===== src/rtl/avg_pkg.sv =====
// Shared types and helpers for the round-robin AVG scheduler.
package avg_pkg;

    localparam int DATA_W = 8;

    typedef enum logic [1:0] {
        IDLE = 2'd0,
        FEED = 2'd1,
        WAIT = 2'd2,
        RESP = 2'd3
    } state_t;

    function automatic int clog2(input int n);
        int r;
        r = 0;
        while ((1 << r) < n) r++;
        return r;
    endfunction

endpackage


===== src/rtl/rr_arb.sv =====
// Combinational round-robin picker: first requester at or after ptr, wrapping.
module rr_arb
    import avg_pkg::*;
#(
    parameter int NREQ = 4,
    parameter int IDW  = clog2(NREQ)
) (
    input  logic [NREQ-1:0] req,
    input  logic [IDW-1:0]  ptr,
    output logic [NREQ-1:0] gnt,
    output logic [IDW-1:0]  gnt_idx,
    output logic            any
);

    int             idx;
    logic [IDW-1:0] idx_b;

    // Scan offsets from farthest to nearest so the nearest hit is written last.
    always_comb begin
        gnt     = '0;
        gnt_idx = '0;
        idx     = 0;
        idx_b   = '0;
        for (int i = NREQ - 1; i >= 0; i--) begin
            idx   = (int'(ptr) + i) % NREQ;
            idx_b = IDW'(idx);
            if (req[idx_b]) begin
                gnt        = '0;
                gnt[idx_b] = 1'b1;
                gnt_idx    = idx_b;
            end
        end
    end

    assign any = |req;

endmodule


===== src/rtl/avg_rr_sched.sv =====
// Shares one AVG datapath between NREQ requesters, one WIN-sample window per grant,
// and returns the tagged average (or a timeout marker) on a valid/ready port.
module avg_rr_sched
    import avg_pkg::*;
#(
    parameter int NREQ = 4,
    parameter int WIN  = 4,
    parameter int TMO  = 16,
    parameter int IDW  = clog2(NREQ)
) (
    input  logic                   clk,
    input  logic                   rst_n,
    input  logic [NREQ-1:0]        req_valid,
    input  logic [DATA_W*NREQ-1:0] req_data,
    output logic [NREQ-1:0]        req_ready,
    output logic                   avg_active,
    output logic [DATA_W-1:0]      avg_data_in,
    input  logic                   avg_done,
    input  logic [DATA_W-1:0]      avg_data_out,
    output logic                   res_valid,
    output logic [DATA_W-1:0]      res_data,
    output logic [IDW-1:0]         res_id,
    output logic                   res_tmo,
    input  logic                   res_ready,
    output logic                   busy
);

    localparam logic [7:0] WIN_LAST = 8'(WIN - 1);
    localparam logic [7:0] TMO_LAST = 8'(TMO - 1);

    state_t            state, state_nxt;
    logic [IDW-1:0]    sel, rr_ptr, gnt_idx;
    logic [NREQ-1:0]   sel_oh, gnt;
    logic              any;
    logic [7:0]        cnt, timer;
    logic              xfer, last_xfer, tmo_hit;
    logic [DATA_W-1:0] sel_data;

    rr_arb #(.NREQ(NREQ), .IDW(IDW)) u_arb (
        .req     (req_valid),
        .ptr     (rr_ptr),
        .gnt     (gnt),
        .gnt_idx (gnt_idx),
        .any     (any)
    );

    assign sel_data  = req_data[int'(sel)*DATA_W +: DATA_W];
    assign xfer      = (state == FEED) && req_valid[sel];
    assign last_xfer = xfer && (cnt == WIN_LAST);
    assign tmo_hit   = (timer == TMO_LAST);

    always_ff @(posedge clk or negedge rst_n) begin
        if (!rst_n) state <= IDLE;
        else        state <= state_nxt;
    end

    always_comb begin
        state_nxt = state;
        unique case (state)
            IDLE:    if (any) state_nxt = FEED;
            FEED:    if (last_xfer) state_nxt = WAIT;
            WAIT:    if (avg_done || tmo_hit) state_nxt = RESP;
            RESP:    if (res_ready) state_nxt = IDLE;
            default: state_nxt = IDLE;
        endcase
    end

    // A bubble in FEED is a nop to AVG: active and data both forced low.
    always_comb begin
        req_ready   = '0;
        avg_active  = 1'b0;
        avg_data_in = '0;
        res_valid   = 1'b0;
        busy        = (state != IDLE);
        case (state)
            FEED: begin
                req_ready   = sel_oh;
                avg_active  = xfer;
                avg_data_in = xfer ? sel_data : '0;
            end
            RESP:    res_valid = 1'b1;
            default: ;
        endcase
    end

    always_ff @(posedge clk or negedge rst_n) begin
        if (!rst_n) begin
            sel      <= '0;
            sel_oh   <= '0;
            rr_ptr   <= '0;
            cnt      <= '0;
            timer    <= '0;
            res_data <= '0;
            res_id   <= '0;
            res_tmo  <= 1'b0;
        end else begin
            case (state)
                IDLE: if (any) begin
                    sel    <= gnt_idx;
                    sel_oh <= gnt;
                    cnt    <= '0;
                end
                FEED: if (xfer) begin
                    cnt <= cnt + 8'd1;
                    if (last_xfer) timer <= '0;
                end
                // done takes priority over a coincident timeout
                WAIT: begin
                    if (avg_done) begin
                        res_data <= avg_data_out;
                        res_id   <= sel;
                        res_tmo  <= 1'b0;
                    end else if (tmo_hit) begin
                        res_data <= '0;
                        res_id   <= sel;
                        res_tmo  <= 1'b1;
                    end else begin
                        timer <= timer + 8'd1;
                    end
                end
                RESP: if (res_ready) rr_ptr <= (sel == IDW'(NREQ - 1)) ? '0 : sel + IDW'(1);
                default: ;
            endcase
        end
    end

endmodule


===== config.mk =====
export PLATFORM = sky130hd
export DESIGN_NAME = avg_rr_sched
export DESIGN_NICKNAME = d
export VERILOG_FILES = /design/src/rtl/avg_pkg.sv /design/src/rtl/rr_arb.sv /design/src/rtl/avg_rr_sched.sv
export SDC_FILE = /design/constraint.sdc
export NUM_CORES = 1
export LEC_CHECK = 0
export CAP_MARGIN = 15
export CORE_MARGIN = 2
export CORE_UTILIZATION = 52
export DETAILED_ROUTE_END_ITERATION = 10
export PLACE_DENSITY = 0.86
export SLEW_MARGIN = 10
export SYNTH_ARGS = -nofsm -noshare
export SYNTH_HDL_FRONTEND = slang
export SYNTH_SLANG_ARGS = --single-unit

===== constraint.sdc =====
create_clock -name clk -period 4.2 [get_ports clk]
set_input_delay 0.42 -clock clk [delete_from_list [all_inputs] [get_ports clk]]
set_output_delay 0.42 -clock clk [all_outputs]
set_load 0.02 [all_outputs]

==> reports/results.ini, run 1 <==
[flow_run]
max_cap_viol_count=0

[power_and_ir_drop]
power.total_w=0.00213
power.density_nw_per_um2=617
peakVddDrop_mv=0.475
leakagePower_nw=1.46

[synthesis]
syn_nets=318
ys_seq_area_share_pct=35.6
synth.avg_cell_area_um2=10.2
ys_ff_latch=37
async_reset_ff_share_pct=100
synth_cell_type_count=49
syn_area_um2=2600
synth_ff_type=dfrtp_1
yosys_warnings=0
syn_inst=255
synth_edf_count=0

[timing]
fin_tns_setup_ns=0
maxSlewViolCount=0
setup_viol=0
rsz0062_at_grt=false
period_needed_ns=3.01
skew_ns=0.00690
fmax_ghz=0.332
finalCritPeriodShare_pct=71.7
hold_violations=0
max-slew-margin-rel_pct=23.9
timing_worst_slew_pin_value_ns=1.14

[route]
vias=2194
postRouteAntennaNets=0
first_pass_iters=4
drc=0
viasPerCell=5.63
wl_per_cell_um=15.3
routed_wl_mm=5.95
drt_iter0_drc=77

[hold_path]
hp-class=input pin to async pin

[clocking]
cts.sinks=37
cts_buffer_depth=2
cts_hold_buf=0
clock_latency_ns=0.29
cts_root_buffer=clkbuf_8
cts_tree=done
cts_max_level=2
ctsResizeCount=0
cts_setup_buffers=0
numCtsBuffers=5
cts.reportedPaths.clkPinSlew_ns=0.07

[critical_path]
critical_path.endpoint_type=register
crit_type=register to register
r2r-start=rr_ptr[0]$_DFFE_PN0P_
cp-startpoint=rr_ptr[0]$_DFFE_PN0P_
crit_fanout=18
crit_required_ns=4.41
crit_arrival_ns=3.22
cp-start-kind=register

[floorplan]
die_y_um=74.7
start_util_pct=54.4
design.core.area_um2=4790
io_pins=74
fp.dieW_um=74.7
die-area_um2=5590
core.rowCount=25

[global_routing]
grt_max_degree=38
grt_pass1_wl_mm=9.87
track_usage_pct=22.8
grt_remaining_overflow=0
antenna_found_initial=0
grt_pass1_vias=2113

[run_status]
status=finished clean

[finish]
drive_gt1_share_pct=10.2
regArea_um2=926
fillCellCount=352
post-route-util_pct=72.1
stdcell_area_um2=3450
mostFrequentLayoutCells=clkdlybuf4s50_1, dfrtp_1, nor2_1, nand2_1, ha_1
layout_commonest_cell=clkdlybuf4s50_1
diodes=0
syn_to_final_growth_pct=32.6
final_cells=390
final_nets=385
multi_input_area_um2=1570

[placed_design]
portBuffers=73
dp.cells=382
gp_congestion=0.867
hpwl_mm=4.55
post_dp_cell_area_um2=3350

[cell usage after synthesis (2+ instances only)]
cell type | number | area (um^2)
o221a_1 | 4 | 45.0
a21o_1 | 2 | 15.0
inv_1 | 13 | 48.8
nand3_1 | 5 | 25.0
ha_1 | 15 | 188
mux4_2 | 10 | 225
a21boi_0 | 2 | 15.0
mux2i_1 | 7 | 70.1
a21oi_1 | 4 | 20.0
o21ai_0 | 6 | 30.0
nand2_1 | 17 | 63.8
xnor2_1 | 9 | 78.8
o21ai_1 | 3 | 15.0
o31ai_1 | 3 | 22.5
nand4_1 | 4 | 25.0
buf_2 | 5 | 25.0
nor4_2 | 2 | 25.0
mux2_2 | 5 | 56.3
nor3b_1 | 3 | 22.5
nor2_1 | 18 | 67.6
nor2b_1 | 4 | 25.0
nor3_2 | 4 | 40.0
a22o_1 | 8 | 70.1
nor4_1 | 3 | 18.8
a31oi_1 | 4 | 25.0
mux2_1 | 4 | 45.0
clkbuf_1 | 7 | 26.3
nand2b_1 | 3 | 18.8
dfrtp_1 | 37 | 926
and3_1 | 9 | 56.3
o211ai_1 | 2 | 15.0
nor3_1 | 10 | 50.1
and2_1 | 7 | 43.8
[registers in the layout, summed over array words and instances, names as in the netlist]
| signal | count |
|---|---|
| state | 2 |
| res_tmo | 1 |
| sel_oh | 4 |
| cnt | 8 |
| timer | 8 |
| rr_ptr | 2 |
| res_id | 2 |
| res_data | 8 |
| sel | 2 |
[layout make-up]
class,instances,share of cell area (%)
Multi-Input combinational cell,192,45.4
Sequential cell,37,26.8
Timing Repair Buffer,73,21.0
Clock buffer,7,2.79
Tap cell,67,2.43
Inverter,13,1.41
Clock inverter,1,0.145
[metrics by stage]
stage | hold WS (ns) | setup WS (ns)
after floorplan | 0.124 | 1.75
after global placement | 0.482 | 1.34
after detailed placement | 0.485 | 1.22
after CTS | 0.246 | 1.17
after global routing | 0.294 | 1.00
final | 0.220 | 1.19
[routing by layer]
metal	routed length, um	vias to the layer above	global-route usage, %
li1	-	1074	-
met1	2700	1077	31.3
met2	2990	30	37.4
met3	140	13	3.61
met4	122	0	7.34
met5	0	-	0
[power by group]
group | switching (W) | internal (W) | leakage [nW] | total [W]
Clock | 0.000125 | 0.000148 | 0.0542 | 0.000273
Combinational | 0.000626 | 0.000606 | 0.926 | 0.00123
Sequential | 0.000154 | 0.000472 | 0.479 | 0.000625
[cells by family (layout without fill, tap and decap cells)]
kind of cell    Yosys count  in the layout  share of synthesized area, %
compound gates           44             44                          12.9
xor+xnor                 10             10                          3.37
fa+ha+maj                15             15                          7.21
buf+inv                  26             94                          4.28
flops                    37             37                          35.6
mux                      27             27                          15.8
simple gates             96             96                          20.9
[critical path, cell delays in order (launching register included)]
cell,delay [ns]
dfrtp_1,0.72
inv_1,0.30
ha_1,0.46
mux4_2,0.63
a211o_1,0.38
o221a_1,0.27
nor3_2,0.17
[worst paths after layout]
kind                                            to  slack [ns]  cells after the start
setup / recovery             sel_oh[0]$_DFFE_PN0P_        1.19                      6
hold / removal                  cnt[6]$_DFFE_PN0P_        0.22                      1
setup reg to reg             sel_oh[0]$_DFFE_PN0P_        1.19                      6
hold reg to reg            res_data[7]$_DFFE_PN0P_        0.50                      1
max in group asynchronous     timer[2]$_DFFE_PN0P_        3.47                      1
min in group clk           res_data[7]$_DFFE_PN0P_        0.50                      1
Power figures use the tool's default switching activity.
==> run 2: changes to the inputs <==
--- a/config.mk
+++ b/config.mk
@@ -7,9 +7,9 @@
 export LEC_CHECK = 0
 export CAP_MARGIN = 15
 export CORE_MARGIN = 2
-export CORE_UTILIZATION = 52
+export CORE_UTILIZATION = 44
 export DETAILED_ROUTE_END_ITERATION = 10
-export PLACE_DENSITY = 0.86
+export PLACE_DENSITY = 0.78
 export SLEW_MARGIN = 10
 export SYNTH_ARGS = -nofsm -noshare
 export SYNTH_HDL_FRONTEND = slang
==> constraint.sdc (replaced) <==
create_clock -name clk -period 2.7 [get_ports clk]
set_input_delay 0.27 -clock clk [delete_from_list [all_inputs] [get_ports clk]]
set_output_delay 0.27 -clock clk [all_outputs]
set_load 0.02 [all_outputs]
==> run 2 against run 1 <==
Non-clock buffer count increased by 13. Worst hold slack improved by 0.17 ns. Register-to-register slack got worse by 0.90 ns. Cell count increased by 5.4%. Clock power increased by 54%. Clock skew increased by 0.0036 ns. Via count increased by 3.8%. Worst setup slack got worse by 0.95 ns. Combinational power increased by 73%. Total power increased by 60%. Routed wire length increased by 2.9%.
==> reports/results.ini, run 2 (same netlist as run 1, synthesis figures left out) <==
[finish]
stdcell_area_um2=3570
final_cells=411
mostFrequentLayoutCells=clkdlybuf4s50_1, dfrtp_1, nor2_1, nand2_1, ha_1
top_regs=cnt x8, res_data x8, timer x8
diodes=0
drive_gt1_share_pct=13.7
final_nets=398
layout_commonest_cell=clkdlybuf4s50_1
syn_to_final_growth_pct=37.0

[clocking]
cts_tree=done
cts_hold_buf=0
cts_max_level=2
cts_root_buffer=clkbuf_8
numCtsBuffers=5
clock_latency_ns=0.29
cts.sinks=37
cts_buffer_depth=2
cts_setup_buffers=0
ctsResizeCount=0
cts.reportedPaths.clkPinSlew_ns=0.08

[critical_path]
cp_cell_sequence=clkdlybuf4s50_1 > mux4_2 > nand2_1 > inv_1 > clkdlybuf4s50_1
reg2regPathDepth=6
path_depth=5
cp-startpoint=req_valid[0]
crit_fanout=13
cp_common_cell=clkdlybuf4s50_1
crit_type=input pin to output port
critPathMaxStageDelay_ns=0.65
cp_top_family=buffers and inverters
r2r-start=rr_ptr[1]$_DFFE_PN0P_
crit_required_ns=2.43
cp-start-kind=input pin
slowest_stage=mux4_2
critical_path.endpoint_type=output port
crit_arrival_ns=2.19
reg2reg_slack_ns=0.29
r2r_end=sel_oh[2]$_DFFE_PN0P_
cp-endpoint=avg_active
cp_num_buf_inv=3

[route]
first_pass_iters=4
routed_wl_mm=6.13
postRouteAntennaNets=0
drc=0
wl_per_cell_um=14.9
drt_iter0_drc=154
vias=2277
viasPerCell=5.54

[floorplan]
design.core.area_um2=5820
start_util_pct=44.8
io_pins=74
core.rowCount=28
die_y_um=80.9
fp.dieW_um=80.9
die-area_um2=6550

[placed_design]
gp_congestion=0.863
place_ws_ns=0.227
portBuffers=73
dp.cells=403
hpwl_mm=4.77
post_dp_cell_area_um2=3460

[flow_run]
max_cap_viol_count=0

[global_routing]
track_usage_pct=20.2
grt_pass1_vias=2189
grt_max_degree=38
grt_pass1_wl_mm=10.3
antenna_found_initial=0
grt_remaining_overflow=0

[timing]
whs_ns=0.387
rsz0062_at_grt=false
layout_setup_ws_ns=0.239
max-slew-margin-rel_pct=61.6
timing_worst_slew_pin_value_ns=0.575
skew_ns=0.0105
fin_tns_setup_ns=0
finalCritPeriodShare_pct=91.2
setup_viol=0
maxSlewViolCount=0
period_needed_ns=2.46
fmax_ghz=0.406
hold_violations=0

[run_status]
status=finished clean

[power_and_ir_drop]
leakagePower_nw=1.52
power.density_nw_per_um2=955
peakVddDrop_mv=0.594

[hold_path]
hp-class=input pin to async pin

## run 2: where the power goes
group          internal, W  total [W]  switching, W
logic              0.00102    0.00213       0.00111
registers         0.000736   0.000860      0.000124
clock network     0.000231   0.000420      0.000190
## run 2: worst min-delay path by stage
stage	end	slack (ns)
2_1_floorplan	cnt[0]$_DFFE_PN0P_	-0.03
3_3_place_gp	res_tmo$_DFFE_PN0P_	0.48
3_5_place_dp	res_data[0]$_DFFE_PN0P_	0.48
4_1_cts	timer[2]$_DFFE_PN0P_	0.41
5_1_grt	timer[1]$_DFFE_PN0P_	0.45
6_report	timer[2]$_DFFE_PN0P_	0.39
## run 2: cell type report
cell class                      instances  area (um^2)
Fill cell                             525         2250
Sequential cell                        37          926
Inverter                               13         48.8
Clock inverter                          1         5.00
Multi-Input combinational cell        192         1570
Clock buffer                            7         96.3
Timing Repair Buffer                   86          828
Tap cell                               75         93.8
## run 2: metal layers
layer	vias up	part of all wire, %	GRT usage [%]
met4	0	1.1	6.95
li1	1108	-	-
met5	-	0	0
met2	52	51	35.5
met3	6	3.9	3.00
met1	1111	44	25.3
## run 2: per-stage QoR
stage | total power [W] | util, %
final | 0.00341 | 61.3
after detailed placement | 0.00301 | 59.5
after global routing | 0.00368 | 61.3
after global placement | 0.00295 | 59.5
after floorplan | 0.00228 | -
after CTS | 0.00344 | 61.3
